==> config.mk <==
export PLATFORM = sky130hd
export DESIGN_NAME = aud_recorder
export DESIGN_NICKNAME = d
export VERILOG_FILES = /design/src/rtl/aud_recorder.sv
export SDC_FILE = /design/constraint.sdc
export NUM_CORES = 1
export LEC_CHECK = 0
export CAP_MARGIN = 20
export CELL_PAD_IN_SITES_DETAIL_PLACEMENT = 1
export CELL_PAD_IN_SITES_GLOBAL_PLACEMENT = 2
export CORE_MARGIN = 2
export CORE_UTILIZATION = 32
export CTS_CLUSTER_DIAMETER = 30
export DETAILED_ROUTE_END_ITERATION = 10
export GPL_TIMING_DRIVEN = 0
export HOLD_SLACK_MARGIN = 0.05
export PLACE_DENSITY_LB_ADDON = 0.1
export SLEW_MARGIN = 20
export SYNTH_ARGS = -nofsm -noshare
export SYNTH_HDL_FRONTEND = slang
export SYNTH_SLANG_ARGS = --single-unit
==> constraint.sdc <==
create_clock -name i_clk -period 2.5 [get_ports i_clk]
set_input_delay 0.375 -clock i_clk [delete_from_list [all_inputs] [get_ports i_clk]]
set_output_delay 0.375 -clock i_clk [all_outputs]
set_load 0.01 [all_outputs]
==> src/rtl/aud_recorder.sv <==
// Audio recorder: deserialises 16-bit ADC frames and writes them to SRAM at ascending addresses.
// Optional ring-buffer mode enabled by defining AUD_REC_RING_WRAP_EN.
module aud_recorder #(
  parameter logic [19:0] MAX_ADDR = 20'hFFFFF
) (
  input  logic        i_clk,
  input  logic        i_rst_n,
  input  logic        i_start,
  input  logic        i_pause,
  input  logic        i_stop,
  input  logic        i_lrc,
  input  logic        i_data,
  output logic [19:0] o_address,
  output logic [15:0] o_data,
  output logic        o_wr,
  output logic [19:0] o_record_counter,
  output logic        o_busy,
  output logic        o_finish
);

  typedef enum logic [1:0] {StIdle, StWait, StCapture, StWrite} state_e;

`ifdef AUD_REC_RING_WRAP_EN
  localparam bit          RingWrap = 1'b1;
  localparam logic [19:0] CntMax   = (MAX_ADDR == 20'hFFFFF) ? 20'hFFFFF : MAX_ADDR + 20'd1;
`else
  localparam bit          RingWrap = 1'b0;
  localparam logic [19:0] CntMax   = 20'hFFFFF;
`endif

  state_e      state_q, state_d;
  logic        lrc_q, start_q;
  logic [15:0] shift_q, shift_d;
  logic [3:0]  bit_cnt_q, bit_cnt_d;
  logic [19:0] addr_q, addr_d;
  logic [19:0] address_q, address_d;
  logic [15:0] data_q, data_d;
  logic        wr_q, wr_d;
  logic [19:0] cnt_q, cnt_d;
  logic        busy_q;
  logic        finish_q, finish_d;

  logic lrc_rise, start_rise;
  assign lrc_rise   = i_lrc & ~lrc_q;
  assign start_rise = i_start & ~start_q;

  always_comb begin
    state_d   = state_q;
    shift_d   = shift_q;
    bit_cnt_d = bit_cnt_q;
    addr_d    = addr_q;
    address_d = address_q;
    data_d    = data_q;
    wr_d      = 1'b0;
    cnt_d     = cnt_q;
    finish_d  = 1'b0;

    unique case (state_q)
      StIdle: begin
        if (start_rise && !i_stop) begin
          state_d = StWait;
          addr_d  = '0;
          cnt_d   = '0;
        end
      end
      StWait: begin
        if (i_stop) begin
          state_d  = StIdle;
          finish_d = 1'b1;
        end else if (lrc_rise && !i_pause) begin
          state_d   = StCapture;
          bit_cnt_d = '0;
        end
      end
      StCapture: begin
        if (i_stop) begin
          state_d  = StIdle;
          finish_d = 1'b1;
        end else begin
          shift_d   = {shift_q[14:0], i_data};
          bit_cnt_d = bit_cnt_q + 4'd1;
          // Last bit: present the word now so o_wr is registered for the write cycle.
          if (bit_cnt_q == 4'd15) begin
            state_d   = StWrite;
            wr_d      = 1'b1;
            data_d    = {shift_q[14:0], i_data};
            address_d = addr_q;
          end
        end
      end
      StWrite: begin
        addr_d = (RingWrap && addr_q == MAX_ADDR) ? 20'd0 : addr_q + 20'd1;
        cnt_d  = (cnt_q == CntMax) ? cnt_q : cnt_q + 20'd1;
        if (i_stop || (!RingWrap && addr_q == MAX_ADDR)) begin
          state_d  = StIdle;
          finish_d = 1'b1;
        end else begin
          state_d = StWait;
        end
      end
      default: state_d = StIdle;
    endcase
  end

  always_ff @(posedge i_clk) begin
    if (i_rst_n) begin
      state_q   <= StIdle;
      lrc_q     <= 1'b0;
      start_q   <= 1'b0;
      shift_q   <= '0;
      bit_cnt_q <= '0;
      addr_q    <= '0;
      address_q <= '0;
      data_q    <= '0;
      wr_q      <= 1'b0;
      cnt_q     <= '0;
      busy_q    <= 1'b0;
      finish_q  <= 1'b0;
    end else begin
      state_q   <= state_d;
      lrc_q     <= i_lrc;
      start_q   <= i_start;
      shift_q   <= shift_d;
      bit_cnt_q <= bit_cnt_d;
      addr_q    <= addr_d;
      address_q <= address_d;
      data_q    <= data_d;
      wr_q      <= wr_d;
      cnt_q     <= cnt_d;
      busy_q    <= (state_d != StIdle);
      finish_q  <= finish_d;
    end
  end

  assign o_address        = address_q;
  assign o_data           = data_q;
  assign o_wr             = wr_q;
  assign o_record_counter = cnt_q;
  assign o_busy           = busy_q;
  assign o_finish         = finish_q;

endmodule

==> impl_metrics.env <==
export IMPL_ctsRootBufferMaster="clkbuf_16"
export IMPL_seq_area_frac_synth=0.461
export IMPL_rows=42
export IMPL_cts_buffer_depth=2
export IMPL_grt_use_met2=0.298
export IMPL_fp_dieArea_sq_mm=0.0148
export IMPL_drt_iter0_markers=198
export IMPL_die_y_um=122
export IMPL_port_buffers=64
export IMPL_syn_inst=520
export IMPL_grt_pass1_wl_um=20500
export IMPL_final_area_sq_mm=0.00559
export IMPL_end_kind="flop"
export IMPL_met3_usage=0.0529
export IMPL_min_path_type="reg -> reg"
export IMPL_cts_tree="done"
export IMPL_ant_nets=0
export IMPL_seqCellArea_sq_mm=0.00204
export IMPL_grt_max_degree=17
export IMPL_routabilityCongestion=0.768
export IMPL_busiest_layer="met2"
export IMPL_grt_ovfl_total=0
export IMPL_finalWirelength_um=12300
export IMPL_ys_types=68
export IMPL_cts_htree_levels=3
export IMPL_fin_crit_sh=0.925
export IMPL_cts_hold_buf=0
export IMPL_layout_commonest_cell="nand2_1"
export IMPL_groute_usage_overall=0.178
export IMPL_die_w_um=122
export IMPL_start_kind="flop"
export IMPL_worst_endpoint_arrival_ns=2.60
export IMPL_synth_async_reset_ratio=0
export IMPL_place_area_sq_mm=0.00529
export IMPL_clock_skew_ns=0.00537
export IMPL_cap_violations=0
export IMPL_p_per_area_mw_per_mm2=641
export IMPL_antenna_cells=0
export IMPL_synth_area_sq_mm=0.00443
export IMPL_drc_errors=0
export IMPL_drive_above_1_share=0.0867
export IMPL_p_leak_uw=0.00185
export IMPL_clkLatencyLatePin_ns=0.36
export IMPL_met1_usage=0.225
export IMPL_finalNetCount=610
export IMPL_rrSetupSlack_ns=0.19
export IMPL_syn_nets=535
export IMPL_core_area_sq_mm=0.0134
export IMPL_fill_cells=1596
export IMPL_outcome="finished, final reports clean"
export IMPL_multi_input_area_sq_mm=0.00224
export IMPL_viasPerCell=4.90
export IMPL_avgSynthCellArea_sq_um=8.51
export IMPL_max_freq_ghz=0.432
export IMPL_synth_seq_cells=102
export IMPL_clock_sinks=102
export IMPL_synthFlopType="dfxtp_1"
export IMPL_maxSlewViolCount=0
export IMPL_worst_pin_slew_ns=0.627
export IMPL_max_vdd_ir_drop_uv=411
export IMPL_wire_per_inst_um=15.8
export IMPL_synth_edf_count=0
export IMPL_final_cell_mix="nand2_1, dfxtp_1, clkdlybuf4s50_1"
export IMPL_worstPathMaxFanout=7
export IMPL_io_pins=66
export IMPL_crit_type="reg -> reg"
export IMPL_power_uw=3580
export IMPL_num_vias=3801
export IMPL_setup_viol=0
export IMPL_slew_limit_headroom=0.582
export IMPL_required_ns=2.79
export IMPL_area_delta_synth_final_pct=26.3
export IMPL_hold_viol_final=0
export IMPL_yosysWarningCount=0
export IMPL_setup_ws_ns=0.187
export IMPL_grt_pass1_vias=4038
export IMPL_drt_first_pass_iters=4
export IMPL_period_needed_ns=2.31
export IMPL_rsz0062_at_grt="no"
export IMPL_path_clk_slew_ns=0.07
export IMPL_antenna_found_initial=0
export IMPL_dp_hpwl_um=9070
export IMPL_cts_buffers=9
export IMPL_start_util=0.330
export IMPL_place_ws_ns=-0.153
==> cells in the mapped netlist, types with 3 or more instances <==
library cell,count,share of area
nand3_1,11,0.012
nor3_1,10,0.011
a31oi_1,3,0.0042
a21oi_1,61,0.069
dfxtp_1,102,0.46
or4_1,3,0.0051
clkbuf_1,13,0.011
buf_2,6,0.0068
nand2_1,127,0.11
nor2b_1,4,0.0057
nand2b_1,5,0.0071
xor2_1,8,0.016
mux2i_1,7,0.016
inv_1,10,0.0085
nand4_1,8,0.011
xnor2_1,17,0.034
o21ai_0,6,0.0068
nor2_1,46,0.039
a211oi_1,3,0.0051
ha_1,8,0.023
==> worst max-delay path, stage by stage (launching register included) <==
cell,delay [ns]
dfxtp_1,0.43
inv_1,0.13
ha_1,0.31
nand2b_2,0.27
a211oi_4,0.39
nand2_2,0.16
or4_1,0.42
a21oi_1,0.14
==> power breakdown <==
part | leakage [uW] | total [uW] | switching (uW) | internal, uW
clock | 0.000146 | 1440 | 631 | 804
sequential | 0.000822 | 1690 | 30.9 | 1660
combinational | 0.000883 | 457 | 290 | 167
==> layout make-up <==
class,count,area share
Multi-Input combinational cell,385,0.401
Sequential cell,102,0.365
Timing Repair Buffer,64,0.115
Clock buffer,11,0.0434
Tap cell,176,0.0394
Buffer,23,0.0192
Clock inverter,5,0.0101
Inverter,10,0.00671
==> stage by stage <==
stage / instances / hold WS [ns] / TNS (ns) / util
6_report: 776 / 0.458 / 0 / 0.417
5_1_grt: 776 / 0.482 / 0 / 0.417
4_1_cts: 776 / 0.459 / 0 / 0.417
3_5_place_dp: 760 / 0.449 / -1.40 / 0.395
3_3_place_gp: 760 / 0.443 / -0.997 / 0.395
2_1_floorplan: 520 / 0.432 / 0 / -
==> state kept, by name (all words and copies together), names as in the netlist <==
name,cells
o_address,20
lrc_q,1
o_busy,1
shift_q,15
o_wr,1
o_data,16
state_q,2
addr_q,20
o_record_counter,20
start_q,1
o_finish,1
bit_cnt_q,4
==> final timing paths <==
path / endpoint / from / depth (start not counted)
max: o_record_counter[15] / state_q[0] / 7
max reg2reg: o_record_counter[15] / state_q[0] / 7
min: o_data[9] / o_data[9] / 2
min reg2reg: o_data[9] / o_data[9] / 2
==> cells by family (layout without fill, tap and decap cells) <==
group | Yosys count | after routing | share of synthesized area
flops | 102 | 102 | 0.461
xor+xnor | 25 | 25 | 0.0495
buf+inv | 33 | 113 | 0.0325
compound gates | 101 | 101 | 0.144
simple gates | 244 | 244 | 0.274
fa+ha+maj | 8 | 8 | 0.0226
mux | 7 | 7 | 0.0158
==> timing repair <==
action | in CTS | in global routing
hold endpoints to repair | 0 | 0
setup buffers | 0 | 0
endpoints found under the setup margin | 10 | 1
resized for setup | 2 | 1
pin swaps | 0 | 0
==> per-layer routing <==
layer  share of wire  routed length, um
met1            0.47               5830
met5               0                  0
met3           0.036                442
met4           0.012                143
met2            0.48               5880
No activity file was read; power rests on OpenSTA's default activity.
